--- src/rtl/mult8x8_seq_ctrl.sv ---
// Sequencing controller for an 8x8 multiply built from one shared 4x4 multiplier.
// Steps the nibble mux, shifter and accumulator through four partial products.
module mult8x8_seq_ctrl #(
  parameter int unsigned DONE_CYCLES = 1
) (
  input  logic       clk,
  input  logic       reset,
  input  logic       start,
  output logic       a_sel,
  output logic       b_sel,
  output logic [1:0] shift_cntrl,
  output logic       acc_clr,
  output logic       acc_en,
  output logic       busy,
  output logic       done,
  output logic [2:0] state_out,
  output logic       overlap_err
);

  typedef enum logic [2:0] {
    StIdle = 3'b000,
    StCyc0 = 3'b001,
    StCyc1 = 3'b010,
    StCyc2 = 3'b011,
    StCyc3 = 3'b100,
    StDone = 3'b101
  } state_e;

  localparam logic [3:0] HoldLast = 4'(DONE_CYCLES - 1);

  state_e     state_q, state_d;
  logic [3:0] hold_q, hold_d;
  logic       overlap_q, overlap_d;
  logic       busy_st;

  always_ff @(posedge clk) begin
    if (reset) begin
      state_q   <= StIdle;
      hold_q    <= '0;
      overlap_q <= 1'b0;
    end else begin
      state_q   <= state_d;
      hold_q    <= hold_d;
      overlap_q <= overlap_d;
    end
  end

  assign busy_st   = (state_q == StCyc0) || (state_q == StCyc1) ||
                     (state_q == StCyc2) || (state_q == StCyc3);
  // A start seen mid-operation is flagged but never restarts the sequence.
  assign overlap_d = busy_st && start;

  always_comb begin
    state_d = state_q;
    hold_d  = hold_q;
    case (state_q)
      StIdle: if (start) state_d = StCyc0;
      StCyc0: state_d = StCyc1;
      StCyc1: state_d = StCyc2;
      StCyc2: state_d = StCyc3;
      StCyc3: begin
        state_d = StDone;
        hold_d  = '0;
      end
      StDone: begin
        if (start) begin
          state_d = StCyc0;
        end else if (hold_q == HoldLast) begin
          state_d = StIdle;
        end else begin
          hold_d = hold_q + 4'd1;
        end
      end
      default: state_d = StIdle;
    endcase
  end

  // Moore outputs: decoded from the state register only.
  always_comb begin
    a_sel       = 1'b0;
    b_sel       = 1'b0;
    shift_cntrl = 2'b00;
    acc_clr     = 1'b0;
    acc_en      = 1'b0;
    done        = 1'b0;
    case (state_q)
      StCyc0: begin
        acc_clr = 1'b1;
        acc_en  = 1'b1;
      end
      StCyc1: begin
        b_sel       = 1'b1;
        shift_cntrl = 2'b01;
        acc_en      = 1'b1;
      end
      StCyc2: begin
        a_sel       = 1'b1;
        shift_cntrl = 2'b01;
        acc_en      = 1'b1;
      end
      StCyc3: begin
        a_sel       = 1'b1;
        b_sel       = 1'b1;
        shift_cntrl = 2'b10;
        acc_en      = 1'b1;
      end
      StDone:  done = 1'b1;
      default: ;
    endcase
  end

  assign busy        = busy_st;
  assign state_out   = state_q;
  assign overlap_err = overlap_q;

endmodule

--- config.mk ---
export PLATFORM = sky130hd
export DESIGN_NAME = mult8x8_seq_ctrl
export DESIGN_NICKNAME = d
export VERILOG_FILES = /design/src/rtl/mult8x8_seq_ctrl.sv
export SDC_FILE = /design/constraint.sdc
export NUM_CORES = 1
export LEC_CHECK = 0
export BUFFER_PORTS_ARGS = -buffer_cell sky130_fd_sc_hd__buf_2
export CELL_PAD_IN_SITES_DETAIL_PLACEMENT = 1
export CELL_PAD_IN_SITES_GLOBAL_PLACEMENT = 1
export CORE_MARGIN = 4
export CORE_UTILIZATION = 33
export DETAILED_ROUTE_END_ITERATION = 10
export PLACE_DENSITY_LB_ADDON = 0.3
export SYNTH_ARGS = -nofsm -noshare
export SYNTH_HDL_FRONTEND = slang
export SYNTH_SLANG_ARGS = --single-unit
export TNS_END_PERCENT = 10
--- constraint.sdc ---
create_clock -name clk -period 1.75 [get_ports clk]
set_input_delay 0.525 -clock clk [delete_from_list [all_inputs] [get_ports clk]]
set_output_delay 0.525 -clock clk [all_outputs]
set_load 0.05 [all_outputs]
==> results.md <==
* Initial antenna violation count at 0
* Final Cycle Share at 1.05
* Slack of the critical path at -0.0935 ns
* Fill count at 142
* Pre-Repair DR Iteration Count at 4
* Die footprint at 0.00208 sq mm
* Arrival time at the worst endpoint at 1.32 ns
* Syn avg cell area at 8.19 sq um
* Drt drc at 0
* Clock sink count at 8
* Clk Latency, worst-skew pair at 0.26 ns
* Area of the multi-input gates at 380 sq um
* Setup crit end kind: output port
* Sequential area share after synthesis at 0.343
* NetSw at 0.000307 W
* Final instance area at 808 sq um
* Synth Register Bits at 8
* Synthesized net count at 62
* Pwr dens at 906 mW/mm^2
* HPWL Detailed at 1010 microns
* Max-cap violations at 0
* Actual slew at the worst max-slew pin at 0.516 ns
* Sequential Power Share at 0.284
* Crit start category: flip-flop
* DRT Wirelength at 1470 microns
* Pleak at 0.326 nW
* Clk_skew at 0.00387 ns
* Horiz. Die Dim at 45.6 microns
* Starting DRT DRC Count at 5
* WS Path Type: reg2out
* GP Congestion at 0.701
* Global-route wire length before repair at 2310 microns
* Library cells used by synthesis at 24
* Failing checks: setup timing
* GR Util All Layers at 0.165
* Vias in the first global route at 499
* Largest net degree at the start of global routing at 12
* Status: complete, but fails checks
* Switching share of power at 0.419
* Grt ovf at 0
* Port Buf Inserts at 14
* Register Area at 171 sq um
* Crit Path Max Fanout at 5
* Layout cells sized above 1 at 0.513
* Clock power share at 0.214
* Final min period at 1.84 ns
* Fmax at 542 MHz
* RSZ-0062 raised after global routing: yes
* Starting Density at 0.354
* Clock root cell: clkbuf_4
* Fin Setup TNS at -0.256 ns
* Pins Over Slew Limit at 0
* Most common cell after layout, fill and taps aside: buf_6
* Final Hold Viols at 0
* Peak supply drop at 446 uV
* # diodes at 0
* # nets final at 84
* Die height at 45.6 microns
* HP Class: in2reg
* Async set or reset register ratio after synthesis at 0
* Mapped cell area at 467 sq um
* Relative slew slack at 0.656
* H-Tree Depth at 1
* Gate power share at 0.502
* Worst-path clk slew at 0.06 ns
* Antenna Nets Post-Route at 0
* Dpl cell area at 672 sq um
* Via density at 5.38
* Post-synth EDFFs at 0
* Core box area at 0.00132 sq mm
* Cells after synthesis at 57
* Finished Core Util at 0.613
* Commonest non-fill, non-tap cells in the layout: buf_6 (9), dfxtp_1 (5), buf_2 (5), buf_4 (5)
* TritonCTS clock tree: yes
* Critical Path RT at 1.22 ns
* CTS max path bufs at 2
* Layout area overhead at 73.2%
* Top_reg_cell synth: dfxtp_1
* Via Count at 500
* Pwr Total at 0.000733 W
* Power Internal at 0.000426 W
* Synth warn at 0
* Setup violators final at 4
* Site Rows at 13
* Num CTS Buffers at 3
* Io pins at 15
* Wire per inst at 15.8 microns
[final cells by class]
cell class / count / area share
Sequential cell: 8 / 0.212
Inverter: 5 / 0.0310
Timing Repair Buffer: 21 / 0.231
Tap cell: 15 / 0.0232
Multi-Input combinational cell: 40 / 0.471
Clock buffer: 4 / 0.0325
[cells in the mapped netlist (all sizes together), types with 2 or more instances]
cell type  instances  area, sq um
a21oi              5         25.0
o211ai             2         15.0
nand4              2         12.5
or3b               3         26.3
inv                5         18.8
clkbuf             4         15.0
xnor2              4         35.0
nor3               2         10.0
nor2               4         15.0
nor3b              3         22.5
ha                 2         25.0
o21ai              3         15.0
dfxtp              8          160
[critical path, cell delays in order (launching register included)]
cell	delay, ns
dfxtp_4	0.36
or3b_4	0.44
o21ai_4	0.08
buf_6	0.17
[power groups by stage]
stage | combinational (W) | sequential [W] | clock, W
floorplan | 0.000224 | 0.000236 | 0
global placement | 0.000302 | 0.000210 | 0
detailed placement | 0.000305 | 0.000211 | 0
CTS | 0.000342 | 0.000210 | 0.000164
global route | 0.000385 | 0.000210 | 0.000181
finish | 0.000368 | 0.000208 | 0.000157
[path summary, 6_finish.rpt]
path,startpoint,endpoint,slack (ns),cells past startpoint
setup / recovery,state_out[1]$_SDFFE_PP0P_,a_sel,-0.09,3
hold / removal,reset,hold_q[1]$_SDFFE_PP0P_,0.52,2
setup reg to reg,state_out[1]$_SDFFE_PP0P_,hold_q[2]$_SDFFE_PP0P_,0.08,5
hold reg to reg,hold_q[3]$_SDFFE_PP0P_,hold_q[3]$_SDFFE_PP0P_,0.52,2
[what timing repair did]
| item | in CTS | in global routing |
|---|---|---|
| pin swaps | 0 | 1 |
| buffers inserted | 1 | 2 |
| gates resized for setup | 21 | 6 |
| setup endpoints to repair | 8 | 7 |
| hold buffers | 0 | 0 |
[state kept, by name (all words and copies together) (netlist names)]
name         flops
overlap_err      1
hold_q           4
state_out        3
[per-stage QoR]
step / worst slack [ns] / std cells / hold WS [ns]
after floorplan: -0.0770 / 57 / 0.465
after global placement: 0.0945 / 86 / 0.488
after detailed placement: 0.0696 / 86 / 0.509
after CTS: -0.107 / 91 / 0.504
after global routing: -0.140 / 93 / 0.521
final: -0.0935 / 93 / 0.519
[layer usage]
metal / track usage / vias to the layer above / part of all wire
met3: 0.0870 / 2 / 0.069
met5: 0 / - / 0
met1: 0.200 / 240 / 0.44
met4: 0.0351 / 0 / 0.0048
met2: 0.256 / 17 / 0.48
li1: - / 241 / -
[cell families after synthesis]
group / Yosys count / synth area share
AND/OR/NAND/NOR: 21 / 0.279
flip-flops: 8 / 0.343
XOR/XNOR: 4 / 0.0751
AO/OA/AOI/OAI: 13 / 0.177
buffers and inverters: 9 / 0.0724
adder cells (fa/ha/maj): 2 / 0.0536
No activity file was read; power rests on OpenSTA's default activity.
